$ cat config.mk
export PLATFORM = sky130hd
export DESIGN_NAME = param_restoring_divider
export DESIGN_NICKNAME = d
export VERILOG_FILES = /design/src/rtl/divider_pkg.sv /design/src/rtl/div_step.sv /design/src/rtl/param_restoring_divider.sv
export SDC_FILE = /design/constraint.sdc
export NUM_CORES = 1
export LEC_CHECK = 0
export CAP_MARGIN = 20
export CORE_ASPECT_RATIO = 0.9
export CORE_MARGIN = 1
export CORE_UTILIZATION = 36
export DETAILED_ROUTE_END_ITERATION = 10
export GPL_TIMING_DRIVEN = 0
export MAX_ROUTING_LAYER = met4
export PLACE_DENSITY = 0.66
export SLEW_MARGIN = 0
export SYNTH_ARGS = -nofsm -noshare
export SYNTH_HDL_FRONTEND = slang
export SYNTH_SLANG_ARGS = --single-unit
export TNS_END_PERCENT = 1
$ cat constraint.sdc
create_clock -name clk -period 2.37 [get_ports clk]
set_input_delay 0.711 -clock clk [delete_from_list [all_inputs] [get_ports clk]]
set_output_delay 0.711 -clock clk [all_outputs]
set_load 0.02 [all_outputs]
$ cat src/rtl/divider_pkg.sv
// Shared types and sizing helpers for the parametrised restoring divider.
package divider_pkg;

  typedef enum logic [1:0] {
    IDLE,
    RUN,
    FIX,
    DONE
  } state_t;

  localparam int DIV_N_DEFAULT = 6;

  // Iteration counter must be able to hold N.
  function automatic int cnt_width(input int n);
    return $clog2(n + 1);
  endfunction

endpackage

$ cat src/rtl/div_step.sv
// One restoring-division iteration: shift in the next dividend bit, trial subtract, restore on borrow.
module div_step
  import divider_pkg::*;
#(
  parameter int N = DIV_N_DEFAULT
) (
  input  logic [N:0]   r,
  input  logic [N-1:0] qs,
  input  logic [N-1:0] divisor_mag,
  output logic [N:0]   r_next,
  output logic [N-1:0] qs_next
);

  logic [N:0] r_shift;
  logic [N:0] diff;

  always_comb begin
    r_shift = {r[N-1:0], qs[N-1]};
    diff    = r_shift - {1'b0, divisor_mag};
    // R stays below the divisor, so an unsigned compare is the sign test of the trial difference.
    if (r_shift >= {1'b0, divisor_mag}) begin
      r_next  = diff;
      qs_next = {qs[N-2:0], 1'b1};
    end else begin
      r_next  = r_shift;
      qs_next = {qs[N-2:0], 1'b0};
    end
  end

endmodule

$ cat src/rtl/param_restoring_divider.sv
// Multi-cycle 2N/N restoring divider with signed mode, error detection and busy/done handshake.
module param_restoring_divider
  import divider_pkg::*;
#(
  parameter int N = DIV_N_DEFAULT
) (
  input  logic           clk,
  input  logic           rst,
  input  logic           start,
  input  logic           signed_mode,
  input  logic [2*N-1:0] dividend,
  input  logic [N-1:0]   divisor,
  output logic [N-1:0]   quotient,
  output logic [N-1:0]   remainder,
  output logic           busy,
  output logic           done,
  output logic           div_by_zero,
  output logic           overflow
);

  localparam int CW = cnt_width(N);
  localparam logic [CW-1:0] LAST_ITER = CW'(N - 1);

  state_t         state_reg, state_next;
  logic [CW-1:0]  iter_reg;
  logic [N:0]     r_reg;
  logic [N-1:0]   qs_reg;
  logic [N-1:0]   dvs_mag_reg;
  logic           neg_q_reg;
  logic           neg_r_reg;

  logic [2*N-1:0] dvd_mag;
  logic [N-1:0]   dvs_mag;
  logic           is_zero;
  logic           is_ovf;
  logic [N:0]     r_step;
  logic [N-1:0]   qs_step;

  always_comb begin
    dvd_mag = (signed_mode && dividend[2*N-1]) ? -dividend : dividend;
    dvs_mag = (signed_mode && divisor[N-1]) ? -divisor : divisor;
    is_zero = (divisor == '0);
    // Signed test is conservative: a quotient of exactly -2^(N-1) is reported as overflow.
    if (signed_mode)
      is_ovf = (dvd_mag[2*N-1:N-1] >= {1'b0, dvs_mag});
    else
      is_ovf = (dvd_mag[2*N-1:N] >= dvs_mag);
  end

  div_step #(.N(N)) u_step (
    .r           (r_reg),
    .qs          (qs_reg),
    .divisor_mag (dvs_mag_reg),
    .r_next      (r_step),
    .qs_next     (qs_step)
  );

  always_ff @(posedge clk or negedge rst) begin
    if (!rst) state_reg <= IDLE;
    else      state_reg <= state_next;
  end

  always_comb begin
    state_next = state_reg;
    case (state_reg)
      IDLE:    if (start) state_next = (is_zero || is_ovf) ? DONE : RUN;
      RUN:     if (iter_reg == LAST_ITER) state_next = FIX;
      FIX:     state_next = DONE;
      DONE:    state_next = IDLE;
      default: state_next = IDLE;
    endcase
  end

  assign busy = (state_reg != IDLE);
  assign done = (state_reg == DONE);

  always_ff @(posedge clk or negedge rst) begin
    if (!rst) begin
      iter_reg    <= '0;
      r_reg       <= '0;
      qs_reg      <= '0;
      dvs_mag_reg <= '0;
      neg_q_reg   <= 1'b0;
      neg_r_reg   <= 1'b0;
      quotient    <= '0;
      remainder   <= '0;
      div_by_zero <= 1'b0;
      overflow    <= 1'b0;
    end else begin
      case (state_reg)
        IDLE: if (start) begin
          r_reg       <= {1'b0, dvd_mag[2*N-1:N]};
          qs_reg      <= dvd_mag[N-1:0];
          dvs_mag_reg <= dvs_mag;
          neg_q_reg   <= signed_mode && (dividend[2*N-1] ^ divisor[N-1]);
          neg_r_reg   <= signed_mode && dividend[2*N-1];
          iter_reg    <= '0;
          quotient    <= is_zero ? '1 : '0;
          remainder   <= '0;
          div_by_zero <= is_zero;
          overflow    <= !is_zero && is_ovf;
        end
        RUN: begin
          r_reg    <= r_step;
          qs_reg   <= qs_step;
          iter_reg <= iter_reg + 1'b1;
        end
        FIX: begin
          quotient  <= neg_q_reg ? -qs_reg : qs_reg;
          remainder <= neg_r_reg ? -r_reg[N-1:0] : r_reg[N-1:0];
        end
        default: ;
      endcase
    end
  end

endmodule

==> impl_metrics.yaml, run 1 <==
synth:
  synth_fa_ha_area_frac: 0.115
  synth_nets: 405
  synth_top_area_share: 0.324
  ys_async_sr_fraction: 1.00
  ys_top_cells_by_area: "dfrtp_1, ha_1, o21ai_0"
  yosysWarnings: 0
  synth_top_flop_cell: "dfrtp_1"
  syn-cell-area_um2: 3010
  synthSimpleGateAreaFrac: 0.174
  synth_edf_count: 0
  synth-compound-area-share: 0.251
  yosysSeqAreaShare: 0.324
  yosys.area.top_type: "dfrtp_1"
  synth_cell_types: 55
  netlist_instances: 356
  synth_xor_area_frac: 0.0610
  synth_top_family_by_area: "compound AO/OA/AOI/OAI gates"
  ys_seq_elements: 39
  syn_area_per_cell_um2: 8.46
  synth_mux_area_frac: 0.0274
routing:
  vias: 2894
  ant_nets: 0
  drt-total-wl_um: 8770
  dr.pass1.iters: 7
  avgRoutedWirePerCell_um: 16.8
  drtIter0Drc: 173
  drc: 2
  viasPerCell: 5.55
critical_path:
  crit_family: "simple AND/OR/NAND/NOR gates"
  critPathMaxFanout: 3
  path_cells: "clkdlybuf4s15_2, or3_4, nand3_1, xor2_2, ha_1, and4_1, a21oi_2, nand4b_1, o32ai_4, o21ai_1"
  cp-end-kind: "flip-flop"
  crit_type: "input pin to flip-flop"
  r2r_slack_ns: 0.23
  critPathBufInv: 1
  slowest_delay_ns: 0.41
  rr_startpoint: "state_reg[1]$_DFFE_PN0P_"
  reg2regPathDepth: 9
  timing.rr.end: "r_reg[5]$_DFFE_PN0P_"
  cp_data_required_time_ns: 2.54
  cpMaxStageDelayCell: "or3_4"
  critPathLaunchType: "input pin"
  cp.arrival_ns: 2.94
power_and_ir_drop:
  p_leak_nw: 1.70
  p_per_area_nw_per_um2: 1200
  vdd.ir_drop.worst_uv: 425
floorplan:
  initial_core_util: 0.373
  die_area_um2: 8740
  fp.dieW_um: 98.4
  fp.dieH_um: 88.8
  num_rows: 31
  fp.coreArea_um2: 8070
  pin_count: 38
run_status:
  violations: "DRC, setup timing"
  status: "complete, but fails checks"
placed_design:
  dpl.cell_count: 491
  dp_hpwl_um: 6100
  place_ws_ns: -1.42
  io_buffers: 36
  place.gp.congestion: 0.847
timing:
  max_slew_margin: 0.405
  worst_pin_slew_ns: 0.893
  final_max_slew_viol_count: 0
  period_needed_ns: 2.77
  finClkSkew_ns: 0.00331
  final-setup-viol-count: 2
  hold_viol_final: 0
  rsz0062_at_grt: "yes"
  fmax_ghz: 0.361
  setup_ws_ns: -0.397
  fin_crit_sh: 1.17
final_layout:
  num-fill-cells: 759
  antennaDiodeCount: 0
  nets: 470
  postLayoutCoreUtil: 0.509
  syn_to_final_growth_pct: 36.2
  drive_gt1_frac: 0.218
  layout.cells.non_filler: 521
worst_hold_path:
  hold_end: "dvs_mag_reg[2]$_DFFE_PN0P_"
  worstHoldStart: "dvs_mag_reg[2]$_DFFE_PN0P_"
  hold_path_class: "flip-flop to flip-flop"
  hold_path_depth: 2
cts:
  cts.sinks: 39
  cts_tree: "done"
  clockBufferDepth: 2
  cts_root_buf: "clkbuf_8"
  insertion_delay_ns: 0.29
  cts_hold_buf: 0
  cts_inserted_buffers: 5
  htree_levels: 2
  path_clk_slew_ns: 0.08
global_route:
  grt_antenna_before_repair: 0
  grt_pass1_vias: 2893
  grt_pass1_wl_um: 14300
  grt_max_degree: 40
  grt_usage: 0.216
  gr-total-overflow: 0
flow_run:
  maxCapViolCount: 0
[cells by family after synthesis]
kind of cell	Yosys count
DFF	39
adders and majority gates	27
and+or+nand+nor	108
AOI/OAI and AO/OA	116
buffers and inverters	37
xor gates and xnor gates	21
muxes	8
[what timing repair did]
action,CTS,global route
resized for setup,98,12
setup endpoints to repair,6,4
pin swaps,24,13
setup buffers,18,4
[metrics by stage]
step / setup TNS (ns) / power (mW) / hold slack, ns / instance area (um2)
5_1_grt: -0.879 / 5.38 / 0.517 / 4100
3_5_place_dp: -6.06 / 4.22 / 0.472 / 3560
2_1_floorplan: -0.390 / 3.33 / 0.415 / 3080
4_1_cts: -0.536 / 4.89 / 0.491 / 4020
3_3_place_gp: -21.55 / 4.11 / 0.461 / 3560
6_report: -0.777 / 4.93 / 0.485 / 4100
[worst max path at each step]
stage,end,slack [ns],depth (start not counted),start
after floorplan,state_reg[1]$_DFFE_PN0P_,-0.20,11,dividend[1]
after global placement,state_reg[1]$_DFFE_PN0P_,-1.38,12,dividend[1]
after detailed placement,state_reg[1]$_DFFE_PN0P_,-1.42,12,dividend[1]
after CTS,state_reg[1]$_DFFE_PN0P_,-0.28,13,dividend[0]
after global routing,overflow$_DFFE_PN0P_,-0.44,12,dividend[2]
final,overflow$_DFFE_PN0P_,-0.40,10,divisor[2]
[worst min-delay path, cell delays in order (launching register included)]
cell and delay [ns]:
dfrtp_1 0.35, nand2_1 0.05, o21ai_0 0.06
[synth_stat cells, types with 4 or more instances]
master and n:
o211ai_1 4, a21o_1 4, nor2_1 24, clkbuf_1 9, xor2_1 9, nor3_1 5, mux2i_1 6, o21ai_0 33
o22ai_1 9, a211oi_1 4, o31ai_1 4, a21oi_1 23, nor2b_1 7, inv_1 25, xnor2_1 12, a31oi_1 9
dfrtp_1 39, nand2_1 39, nand3_1 10, or3_1 5, ha_1 26
[power breakdown]
| group | internal, mW | switching, mW | leakage [nW] |
|---|---|---|---|
| Sequential | 0.992 | 0.337 | 0.471 |
| Combinational | 1.31 | 1.70 | 1.17 |
| Clock | 0.341 | 0.247 | 0.0612 |
| Total | 2.64 | 2.29 | 1.70 |
[layer usage]
layer  vias to the layer above  track usage  routed length, um
li1                       1425            -                  -
met4                         0       0.0624                121
met5                         -            -                  0
met3                        11       0.0363                327
met2                        66        0.366               4220
met1                      1392        0.269               4110
[layout by cell type, fill, tap and decap left out, types with 3 or more instances in the layout]
cell type,n
dfrtp_1,39
inv_1,22
ha_1,21
or3_1,4
nand2_1,37
o21ai_0,31
buf_4,24
xor2_1,5
a31oi_4,3
a21o_1,4
ha_4,4
nor2_1,22
nor3_1,4
xnor2_1,11
mux2i_1,6
buf_2,8
o22ai_1,9
o211ai_1,4
xor2_2,4
a21oi_1,21
clkbuf_8,7
a31oi_1,6
o31ai_1,3
and2_1,3
nor2b_1,7
clkdlybuf4s50_1,18
clkbuf_1,8
dlygate4sd2_1,5
a211o_1,3
nand3_1,10
[final cells by class]
| class | instances | area (um2) | area share |
|---|---|---|---|
| clock inverter | 2 | 35.0 | 0.00854 |
| tap | 99 | 124 | 0.0302 |
| inverter | 25 | 111 | 0.0271 |
| timing repair buffer | 58 | 510 | 0.124 |
| multi-input combinational | 280 | 2200 | 0.537 |
| clock buffer | 6 | 82.6 | 0.0201 |
| buffer | 12 | 61.3 | 0.0149 |
| sequential | 39 | 976 | 0.238 |
Power figures use the tool's default switching activity.
==> run 2: changes to the inputs <==
--- a/config.mk
+++ b/config.mk
@@ -8,11 +8,11 @@
 export CAP_MARGIN = 20
 export CORE_ASPECT_RATIO = 0.9
 export CORE_MARGIN = 1
-export CORE_UTILIZATION = 36
+export CORE_UTILIZATION = 45
 export DETAILED_ROUTE_END_ITERATION = 10
 export GPL_TIMING_DRIVEN = 0
 export MAX_ROUTING_LAYER = met4
-export PLACE_DENSITY = 0.66
+export PLACE_DENSITY = 0.77
 export SLEW_MARGIN = 0
 export SYNTH_ARGS = -nofsm -noshare
 export SYNTH_HDL_FRONTEND = slang
==> constraint.sdc (replaced) <==
create_clock -name clk -period 3.37 [get_ports clk]
set_input_delay 1.011 -clock clk [delete_from_list [all_inputs] [get_ports clk]]
set_output_delay 1.011 -clock clk [all_outputs]
set_load 0.02 [all_outputs]
==> impl_metrics.yaml, run 2 (synthesized netlist as in run 1, its figures left out) <==
run_status:
  status: "completed"
power_and_ir_drop:
  p_seq_frac: 0.276
  swShare: 0.467
  p_per_area_nw_per_um2: 889
  p_clk_frac: 0.121
  p_sw_mw: 1.59
  power_frac_comb: 0.603
  p_int_mw: 1.81
  vdd.ir_drop.worst_uv: 317
  p_leak_nw: 1.64
final_layout:
  layout.cells.non_filler: 496
  antennaDiodeCount: 0
  syn_to_final_growth_pct: 26.8
  nets: 457
  layout_common_cells: "nand2_1, dfrtp_1, o21ai_0"
  fin_area_um2: 3820
  postLayoutCoreUtil: 0.608
  num-fill-cells: 559
  drive_gt1_frac: 0.120
placed_design:
  place.gp.congestion: 1.00
  dpl.cell_count: 479
  place_ws_ns: -0.920
  dp_hpwl_um: 5810
  postPlaceCellArea_um2: 3480
  io_buffers: 36
timing:
  final-setup-viol-count: 0
  hold_viol_final: 0
  fin_crit_sh: 0.970
  max_slew_margin: 0.416
  setup_ws_ns: 0.102
  period_needed_ns: 3.27
  worst_pin_slew_ns: 0.875
  final_max_slew_viol_count: 0
  hold_slack_ns: 0.493
  fmax_ghz: 0.306
  finClkSkew_ns: 0.0127
cts:
  cts_inserted_buffers: 5
  htree_levels: 2
  cts_hold_buf: 0
  clockBufferDepth: 2
  path_clk_slew_ns: 0.09
  cts.sinks: 39
  cts_root_buf: "clkbuf_8"
  insertion_delay_ns: 0.31
  cts_tree: "done"
worst_hold_path:
  worstHoldStart: "dvs_mag_reg[5]$_DFFE_PN0P_"
  hold_path_class: "flip-flop to flip-flop"
  hold_end: "dvs_mag_reg[5]$_DFFE_PN0P_"
  hold_path_depth: 2
routing:
  vias: 2873
  viasPerCell: 5.79
  ant_nets: 0
  drt-total-wl_um: 7960
  drc: 0
  avgRoutedWirePerCell_um: 16.0
  dr.pass1.iters: 4
  drtIter0Drc: 217
global_route:
  gr-total-overflow: 0
  grtUsageMet2: 0.388
  met1_usage: 0.309
  grt_antenna_before_repair: 0
  grt_pass1_vias: 2729
  grt_pass1_wl_um: 12700
  grt_max_degree: 40
  grt_usage: 0.241
  busiest_layer: "met2"
  met3_usage: 0.0476
floorplan:
  pin_count: 38
  fp.coreArea_um2: 6280
  num_rows: 27
  die_area_um2: 7030
  fp.dieW_um: 88.3
  initial_core_util: 0.479
  fp.dieH_um: 79.6
critical_path:
  critPathMaxFanout: 4
  path_cells: "dlygate4sd2_1, inv_1, ha_1, nor3b_4, a31oi_4, xor2_2, ha_1, a21o_1, a211oi_1, o21ai_1, o32ai_4, o21ai_0"
  cpMaxStageDelayCell: "ha_1"
  cpMostUsedCell: "ha_1"
  critPathBufInv: 2
  crit_type: "input pin to flip-flop"
  crit_family: "compound AO/OA/AOI/OAI gates"
  cp_data_required_time_ns: 3.56
  timing.rr.end: "r_reg[0]$_DFFE_PN0P_"
  reg2regPathDepth: 7
  cp-end-kind: "flip-flop"
  r2r_slack_ns: 1.27
  cp.arrival_ns: 3.46
  critPathLaunchType: "input pin"
  slowest_delay_ns: 0.34
  cp.depth: 12
  rr_startpoint: "state_reg[0]$_DFFE_PN0P_"
flow_run:
  maxCapViolCount: 0
## run 2: final cells by class
type                       count  area, um2  area share
inverter                      25       93.8      0.0246
tap                           87        109      0.0285
buffer                        12       52.6      0.0138
clock buffer                   5       68.8      0.0180
multi-input combinational    280       2050       0.535
sequential                    39        976       0.255
clock inverter                 3       46.3      0.0121
timing repair buffer          45        429       0.112
## run 2: how the worst max path moves through the flow
stage / start / slack (ns) / endpoint
3_3_place_gp: divisor[0] / -0.88 / overflow$_DFFE_PN0P_
5_1_grt: signed_mode / -0.03 / state_reg[1]$_DFFE_PN0P_
2_1_floorplan: dividend[0] / 0.41 / overflow$_DFFE_PN0P_
3_5_place_dp: divisor[0] / -0.92 / overflow$_DFFE_PN0P_
6_report: dividend[0] / 0.10 / overflow$_DFFE_PN0P_
4_1_cts: divisor[0] / 0.02 / overflow$_DFFE_PN0P_
## run 2: timing repair
| item | CTS | global route |
|---|---|---|
| buffers inserted | 7 | 2 |
| setup endpoints to repair | 2 | 2 |
| pin swaps | 6 | 5 |
| gates resized for setup | 24 | 10 |
## run 2: power by group through the flow
stage / Clock (mW) / Combinational (mW) / Sequential (mW)
5_1_grt: 0.440 / 2.28 / 0.966
4_1_cts: 0.412 / 2.03 / 0.935
3_5_place_dp: 0 / 2.00 / 0.942
3_3_place_gp: 0 / 1.93 / 0.927
2_1_floorplan: 0 / 1.36 / 0.977
6_report: 0.412 / 2.05 / 0.938
## run 2: worst reg2reg max path, delay by kind of cell, from the launching register on
| family | cells | cell delay (ns) |
|---|---|---|
| AO/OA/AOI/OAI | 3 | 0.95 |
| adder cells (fa/ha/maj) | 1 | 0.24 |
| buffers and inverters | 2 | 0.33 |
| flip-flops | 1 | 0.42 |
| AND/OR/NAND/NOR | 1 | 0.06 |
## run 2: stage by stage
step | power (mW) | TNS, ns
global route | 3.69 | -0.0490
global placement | 2.85 | -1.73
CTS | 3.38 | 0
floorplan | 2.33 | 0
detailed placement | 2.94 | -1.81
finish | 3.40 | 0
## run 2: routing by layer
layer,vias up,part of all wire
met5,-,0
met2,94,0.48
met1,1385,0.44
met3,6,0.068
met4,0,0.0074
li1,1388,-
